===== src/rtl/serial_pkg.sv =====
// Shared types and defaults for the serial coefficient loader.
// Decoder and controller take their number format from here.
package serial_pkg;

  localparam int NUMBER_BITS_DEF  = 37;
  localparam int NUMBER_BYTES_DEF = 5;

  localparam int HDR_TGT_MSB = 7;
  localparam int HDR_TGT_LSB = 4;
  localparam int HDR_RSV_MSB = 3;
  localparam int HDR_RSV_LSB = 0;

  typedef enum logic [1:0] {
    IDLE,
    COUNT,
    PAYLOAD,
    CHECK
  } load_state_t;

endpackage


===== src/rtl/serial_number_decoder.sv =====
// Assembles NUMBER_BYTES little-endian bytes into one signed number.
// done pulses the cycle after the last byte of a number.
module serial_number_decoder
  import serial_pkg::*;
#(
  parameter int NUMBER_BITS  = NUMBER_BITS_DEF,
  parameter int NUMBER_BYTES = NUMBER_BYTES_DEF
) (
  input  logic                          clk,
  input  logic                          reset,
  input  logic [7:0]                    received_byte,
  input  logic                          received_ready,
  output logic signed [NUMBER_BITS-1:0] number,
  output logic                          done
);

  localparam int W  = NUMBER_BYTES * 8;
  localparam int CW = $clog2(NUMBER_BYTES + 1);

  logic [W-1:0]  shreg;
  logic [CW-1:0] cnt;

  always_ff @(posedge clk) begin
    if (reset) begin
      shreg <= '0;
      cnt   <= '0;
      done  <= 1'b0;
    end else begin
      done <= 1'b0;
      if (received_ready) begin
        // newest byte enters at the top; first byte ends at the bottom
        shreg <= {received_byte, shreg[W-1:8]};
        if (cnt == CW'(NUMBER_BYTES - 1)) begin
          cnt  <= '0;
          done <= 1'b1;
        end else begin
          cnt <= cnt + 1'b1;
        end
      end
    end
  end

  assign number = shreg[NUMBER_BITS-1:0];

endmodule


===== src/rtl/serial_load_controller.sv =====
// Frame sequencer: header, count, payload coefficients, XOR check.
// Writes decoded coefficients to shadow memory; commit or error closes.
module serial_load_controller
  import serial_pkg::*;
#(
  parameter int NUMBER_BITS    = NUMBER_BITS_DEF,
  parameter int NUMBER_BYTES   = NUMBER_BYTES_DEF,
  parameter int NUM_TARGETS    = 4,
  parameter int ADDR_BITS      = 8,
  parameter int TIMEOUT_CYCLES = 100000
) (
  input  logic                          clk,
  input  logic                          reset,
  input  logic [7:0]                    received_byte,
  input  logic                          received_ready,
  output logic                          wr_en,
  output logic [3:0]                    wr_target,
  output logic [ADDR_BITS-1:0]          wr_addr,
  output logic signed [NUMBER_BITS-1:0] wr_data,
  output logic                          commit,
  output logic                          load_error,
  output logic                          busy
);

  localparam int TW = $clog2(TIMEOUT_CYCLES + 1);

  load_state_t state_q, state_d;
  logic [7:0]           count_q, count_d;
  logic [ADDR_BITS-1:0] idx_q, idx_d;
  logic [7:0]           xor_q, xor_d;
  logic [TW-1:0]        timer_q, timer_d;

  logic [3:0]                    tgt_d;
  logic [ADDR_BITS-1:0]          addr_d;
  logic signed [NUMBER_BITS-1:0] data_d;
  logic                          wr_en_d, commit_d, err_d;

  logic                          dec_rst, dec_rdy, dec_done;
  logic signed [NUMBER_BITS-1:0] dec_number;

  logic [3:0] hdr_tgt;
  logic [3:0] hdr_rsv;
  logic       hdr_ok;
  logic       last;
  logic       timeout;

  assign hdr_tgt = received_byte[HDR_TGT_MSB:HDR_TGT_LSB];
  assign hdr_rsv = received_byte[HDR_RSV_MSB:HDR_RSV_LSB];
  assign hdr_ok  = (int'(hdr_tgt) < NUM_TARGETS) && (hdr_rsv == 4'd0);
  assign last    = (idx_q == ADDR_BITS'(count_q - 8'd1));
  assign busy    = (state_q != IDLE);
  assign timeout = busy && (timer_q == TW'(TIMEOUT_CYCLES - 1));

  assign dec_rst = !reset || (state_q != PAYLOAD);
  assign dec_rdy = received_ready && (state_q == PAYLOAD);

  serial_number_decoder #(
    .NUMBER_BITS  (NUMBER_BITS),
    .NUMBER_BYTES (NUMBER_BYTES)
  ) u_dec (
    .clk            (clk),
    .reset          (dec_rst),
    .received_byte  (received_byte),
    .received_ready (dec_rdy),
    .number         (dec_number),
    .done           (dec_done)
  );

  always_comb begin
    state_d  = state_q;
    count_d  = count_q;
    idx_d    = idx_q;
    xor_d    = xor_q;
    tgt_d    = wr_target;
    addr_d   = wr_addr;
    data_d   = wr_data;
    wr_en_d  = 1'b0;
    commit_d = 1'b0;
    err_d    = 1'b0;
    timer_d  = timer_q;
    // a byte landing with the timeout is dropped
    if (timeout) begin
      err_d   = 1'b1;
      state_d = IDLE;
    end else begin
      unique case (state_q)
        IDLE: begin
          if (received_ready) begin
            if (hdr_ok) begin
              state_d = COUNT;
              tgt_d   = hdr_tgt;
              xor_d   = 8'd0;
            end else begin
              err_d = 1'b1;
            end
          end
        end
        COUNT: begin
          if (received_ready) begin
            if (received_byte != 8'd0) begin
              count_d = received_byte;
              idx_d   = '0;
              addr_d  = '0;
              state_d = PAYLOAD;
            end else begin
              err_d   = 1'b1;
              state_d = IDLE;
            end
          end
        end
        PAYLOAD: begin
          if (received_ready) xor_d = xor_q ^ received_byte;
          if (dec_done) begin
            wr_en_d = 1'b1;
            data_d  = dec_number;
            addr_d  = idx_q;
            idx_d   = idx_q + 1'b1;
            if (last) state_d = CHECK;
          end
        end
        CHECK: begin
          if (received_ready) begin
            if (received_byte == xor_q) commit_d = 1'b1;
            else                        err_d    = 1'b1;
            state_d = IDLE;
          end
        end
      endcase
    end
    if (received_ready || state_d == IDLE) timer_d = '0;
    else if (busy)                         timer_d = timer_q + 1'b1;
  end

  always_ff @(posedge clk) begin
    if (!reset) begin
      state_q    <= IDLE;
      count_q    <= '0;
      idx_q      <= '0;
      xor_q      <= '0;
      timer_q    <= '0;
      wr_en      <= 1'b0;
      wr_target  <= '0;
      wr_addr    <= '0;
      wr_data    <= '0;
      commit     <= 1'b0;
      load_error <= 1'b0;
    end else begin
      state_q    <= state_d;
      count_q    <= count_d;
      idx_q      <= idx_d;
      xor_q      <= xor_d;
      timer_q    <= timer_d;
      wr_en      <= wr_en_d;
      wr_target  <= tgt_d;
      wr_addr    <= addr_d;
      wr_data    <= data_d;
      commit     <= commit_d;
      load_error <= err_d;
    end
  end

endmodule


===== config.mk =====
export PLATFORM = sky130hd
export DESIGN_NAME = serial_load_controller
export DESIGN_NICKNAME = d
export VERILOG_FILES = /design/src/rtl/serial_pkg.sv /design/src/rtl/serial_number_decoder.sv /design/src/rtl/serial_load_controller.sv
export SDC_FILE = /design/constraint.sdc
export NUM_CORES = 1
export LEC_CHECK = 0
export CORE_MARGIN = 3
export CORE_UTILIZATION = 56
export CTS_CLUSTER_SIZE = 25
export DETAILED_ROUTE_END_ITERATION = 8
export PLACE_DENSITY = 0.75
export SLEW_MARGIN = 20
export SYNTH_ARGS = -nofsm -noshare
export SYNTH_HDL_FRONTEND = slang
export SYNTH_SLANG_ARGS = --single-unit

===== constraint.sdc =====
create_clock -name clk -period 2.5 [get_ports clk]
set_input_delay 0.25 -clock clk [delete_from_list [all_inputs] [get_ports clk]]
set_output_delay 0.25 -clock clk [all_outputs]
set_load 0.005 [all_outputs]

; ---- Word-level counts from Yosys, hierarchy flattened
; Index checks and enable logic that the tools add are counted.
[word_totals]
regBits = 139
inputBits = 11
output_inout_bits = 53
wordCells = 93
[classes]
addsub = 4
order_cmp = 1
eq_ne = 14
mux = 31
bitwise = 7
n_reduce_logical = 22
[op_table]
columns = operator, n
row1 = two-way mux 8 bit, 7
row2 = one-hot mux 8 bit (2 select lines), 3
row3 = adder 17 x 1 -> 17 bit (second input constant), 1
row4 = == test 17 bit (second input constant), 1
row5 = == test 8 bit, 2
row6 = two-way mux 2 bit, 8
row7 = inequality test 2 bit (second input constant), 6
row8 = two-way mux 1 bit, 10
row9 = AND reduction 5 bit, 2
row10 = adder 8 x 1 -> 8 bit (second input constant), 1
row11 = one-hot mux 2 bit (4 select lines), 1
row12 = AND reduction 4 bit, 2
row13 = nonzero test 8 bit, 1
row14 = subtractor 8 x 1 -> 8 bit (second input constant), 1
row15 = bitwise XOR 8 bit, 1
row16 = NOT 1 bit, 6
row17 = nonzero test 2 bit, 3
row18 = == test 2 bit (second input constant), 2
row19 = logical NOT 2 bit, 2
row20 = logical NOT 4 bit, 1
row21 = < comparator 4 x 3 -> 1 bit (second input constant), 1
row22 = OR reduction 2 bit, 2
row23 = OR reduction 4 bit, 1
row24 = adder 3 x 1 -> 3 bit (second input constant), 1
row25 = 10 further kinds, 13

; ---- Longest topological paths before layout
[depth]
word_depth = 9
mapped_depth = 9
depth_no_buf = 7

; ---- Cells and area by module
; A second synthesis with hierarchy kept.
[unflattened]
cells_unflattened = 686
area_unflattened_um2 = 6198.4
[by_module_without_submodules]
columns = module, instances, cells_per_inst, area_per_inst_um2, seq_area_each_um2
row1 = serial_load_controller, 1, 499, 4252.8, 1901.8
row2 = serial_number_decoder, 1, 187, 1945.6, 880.8

; ---- Least setup slack after synthesis
; Ideal clock, no wire load.
[synth_timing]
path_type = reg-to-reg
startpoint = register timer_q[0]
endpoint = register xor_q[1]
setup_ps = 120
arrival_time_ps = 1640
required_ps = 2380
path_slack_ps = 741
stages_incl_launch_ff = 9
path_buffers = 2
synth_period_minus_slack_ps = 1759
cell_sequence = dfxtp_1 > ha_1 > o211ai_2 > or2_1 > buf_6 > o21ai_4 > buf_6 > nor3b_1 > a211o_1
[synth_between]
elab_chain_cells = 4
[synth_lines]
columns = item, line_no
row1 = start: declaration, serial_load_controller.sv:31  ; logic [TW-1:0] timer_q, timer_d;
row2 = start signal: assignment, serial_load_controller.sv:152  ; timer_q <= timer_d;
row3 = == test 17 bit, serial_load_controller.sv:52  ; assign timeout = busy && (timer_q == TW'(TIMEOUT_CYCLES - 1));
row4 = logical AND 1 bit, serial_load_controller.sv:52
row5 = NOT 1 bit (no source line), n/a
row6 = AND reduction 5 bit (no source line), n/a
row7 = end signal: assignment, serial_load_controller.sv:151  ; xor_q <= xor_d;
row8 = end: declaration, serial_load_controller.sv:30  ; logic [7:0] xor_q, xor_d;
; No other way between the ends.
; A chain may end at the register's enable or synchronous reset.

; ---- Final worst setup path
[layout_timing]
startpoint = register state_q[0]
endpoint = output busy
[layout_between]
elab_chain_cells = 1
[layout_lines]
columns = item, line_no
row1 = start: declaration, serial_load_controller.sv:27  ; load_state_t state_q, state_d;
row2 = start signal: assignment, serial_load_controller.sv:148  ; state_q <= state_d;
row3 = nonzero test 2 bit, serial_load_controller.sv:51  ; assign busy = (state_q != IDLE);
row4 = end: declaration, serial_load_controller.sv:22  ; output logic busy
; No other way between the ends.

==> reports/results.txt <==
Antenna cell count - 0
Req. time, crit path - 2250 ps
Register clock-pin slew on the reported worst setup and hold paths - 50 ps
Post-CTS Hold Fix Bufs - 0
Post-CTS Setup Inserts - 0
Synthesized flop and latch total - 139
I/O pin total - 64
Initial antenna violation count - 0
Fin crit share - 86.63%
Post-synth EDFFs - 0
Worst hold stages - 3
Die area - 0.01189 mm²
Crit Path Class - register to primary output
Hold Path Sink - state_q[0]$_SDFF_PN0_
Vias/cell - 5.425
Sequential fraction of the synthesis area - 46.79%
RSZ-0062 raised after global routing - false
Avg Inst Size Synth - 9.351 µm²
Yosys warning total - 0
Placed cell area - 0.006660 mm²
Post-synth top area share - 46.79%
GRT Util Overall - 23.79%
Drt drc - 0
Share of layout cells above drive strength 1 - 8.886%
Drt first pass iters - 4
CTS Buf Count - 17
Clk_lat worst skew - 520 ps
Core ar. - 0.01004 mm²
Max Freq - 461.7 MHz
Clock Skew - 11.15 ps
Die width - 109.1 µm
CP Launch Point - state_q[0]$_SDFF_PN0_
Root buffer cell - clkbuf_8
Post-route minimum period - 2166 ps
Most frequent cells in the layout - dfxtp_1, nand2_1, nor2_1
R2r setup slk - 400 ps
CP max FO - 9
Status - completed
VDD IR max - 0.4160 mV
Gp weighted congestion - 0.8329
Worst slew margin - 66.07%
Post-Synthesis Cells - 636
Vias in the first global route - 4570
Total power - 4.564 mW
CTS HTree Levels - 4
Clock buffer depth - 2
# Max-Cap Violations - 0
Area of the multi-input gates - 0.002924 mm²
Nets - 712
Slowest-stage cell, CP - clkdlybuf4s50_1
Fin. Hold Viols - 0
Layout fillers - 804
Leak Pwr - 2.668 nW
WL final - 13060 µm
WP data arrival - 1920 ps
Iter 0 DRT Violations - 264
Sequential Area - 0.002783 mm²
Final setup viols - 0
Primary FF master, synth - dfxtp_1
Hold crit path type - input port to register
Top cells by area, synth - dfxtp_1, mux2i_1, nand2_1
Die height - 109.1 µm
Fraction of registers with async set/reset - 0%
Hold wc startpoint - reset
CTS tree - yes
Slew Viols, Final - 0
Post-Syn Nets - 652
Via count - 4568
Leading area contributor after synthesis - dfxtp_1
CTS sink count - 139
Pwr dens - 635.0 mW/mm²
Worst-Margin Slew - 504.8 ps
Row Count - 36
First-pass GRT wire length - 21910 µm
Grt total ovfl - 0
Post-route cell area - 0.007188 mm²
Reg2Reg Capture Point - wr_data[1]$_SDFFE_PN0P_
Crit-path cells - nor2_1 > inv_1 > clkdlybuf4s50_1
Reg2Reg Depth - 6
Reg2reg start - state_q[0]$_SDFF_PN0_
I/O Buffers - 63
Post-Syn Area - 0.005947 mm²
Cts repair resizes - 0
Slowest stage delay, CP - 540 ps
Wire length per cell - 15.51 µm
DP HPWL - 8930 µm
Yosys cell types - 57
Starting density of the core - 59.21%
Area Growth Syn to Fin - 20.87%
CP endpoint kind - primary output
Commonest non-fill, non-tap cell in the layout - dfxtp_1
Setup TNS - 0 ps
Largest net degree at the start of global routing - 41
Startpoint Class - register
Antenna-violating nets left - 0
-- cells in the mapped netlist (all sizes together), types with 4 or more instances --
master	n
and3	8
dfxtp	139
nor4	4
o21ai	6
a211o	8
o211ai	5
xnor2	16
clkbuf	19
buf	18
a21boi	50
nand2	100
inv	11
a21oi	8
xor2	15
mux2i	52
nand4	8
nand3	23
ha	5
nor2	75
nor2b	12
nor3b	17
nand2b	5
nor3	6
-- final cells by class --
cell class | instances | area share [%]
multi-input combinational | 449 | 40.68
sequential | 139 | 38.71
timing repair buffer | 78 | 10.37
clock buffer | 20 | 6.057
tap | 133 | 2.315
clock inverter | 12 | 1.288
inverter | 11 | 0.5744
-- critical path: cells and delay by family (launching register included) --
family / cells / cell delay, ps
buffers and inverters: 2 / 720
flip-flops: 1 / 530
AND/OR/NAND/NOR: 1 / 150
-- power breakdown --
group	leakage [nW]	switching (mW)	total [mW]	internal (mW)
Sequential	1.12	0.00198	2.22	2.22
Clock	0.254	0.956	2.21	1.25
Combinational	1.29	0.0710	0.135	0.0636
Total	2.67	1.03	4.56	3.54
-- stage by stage --
step           worst slack, ps  std cells  util, %  hold slack, ps
4_1_cts                  319.1        842    71.56           13.72
5_1_grt                  173.8        842    71.56           42.00
6_report                 334.3        842    71.56           41.69
2_1_floorplan            740.8        636        -           397.2
3_3_place_gp             261.1        810    66.31           435.8
3_5_place_dp             198.9        810    66.31           445.2
-- registers in the layout, indices dropped and copies added, names as in the netlist --
| register | count |
|---|---|
| commit | 1 |
| load_error | 1 |
| wr_data | 37 |
| state_q | 2 |
| wr_en | 1 |
| timer_q | 17 |
| idx_q | 8 |
| xor_q | 8 |
| count_q | 8 |
| wr_addr | 8 |
| wr_target | 4 |
| u_dec.done | 1 |
| u_dec.cnt | 3 |
| u_dec.shreg | 40 |
-- logic make-up (layout without fill, tap and decap cells) --
| group | Yosys count | count (layout) | share of synthesized area, % |
|---|---|---|---|
| simple gates | 267 | 267 | 22.09 |
| flops | 139 | 139 | 46.79 |
| compound gates | 94 | 94 | 12.71 |
| mux | 52 | 52 | 8.752 |
| buf+inv | 48 | 121 | 4.039 |
| xor+xnor | 31 | 31 | 4.566 |
| fa+ha+maj | 5 | 5 | 1.052 |
-- layer usage --
metal / up-vias / routed length [µm] / global-route usage, % / part of all wire (%)
li1: 2286 / - / - / -
met1: 2171 / 6108 / 30.69 / 47
met2: 95 / 6171 / 39.12 / 47
met3: 16 / 548 / 5.743 / 4.2
met4: 0 / 231 / 7.935 / 1.8
met5: - / 0 / 0 / 0
-- worst max path at each step --
stage	endpoint	slack [ps]	depth (start not counted)
6_report	busy	330	3
5_1_grt	wr_data[5]$_SDFFE_PN0P_	170	7
4_1_cts	busy	320	4
3_5_place_dp	xor_q[5]$_SDFFE_PN0P_	200	6
3_3_place_gp	xor_q[7]$_SDFFE_PN0P_	260	6
2_1_floorplan	xor_q[1]$_SDFFE_PN0P_	740	8
(Power assumes the default switching activity.)
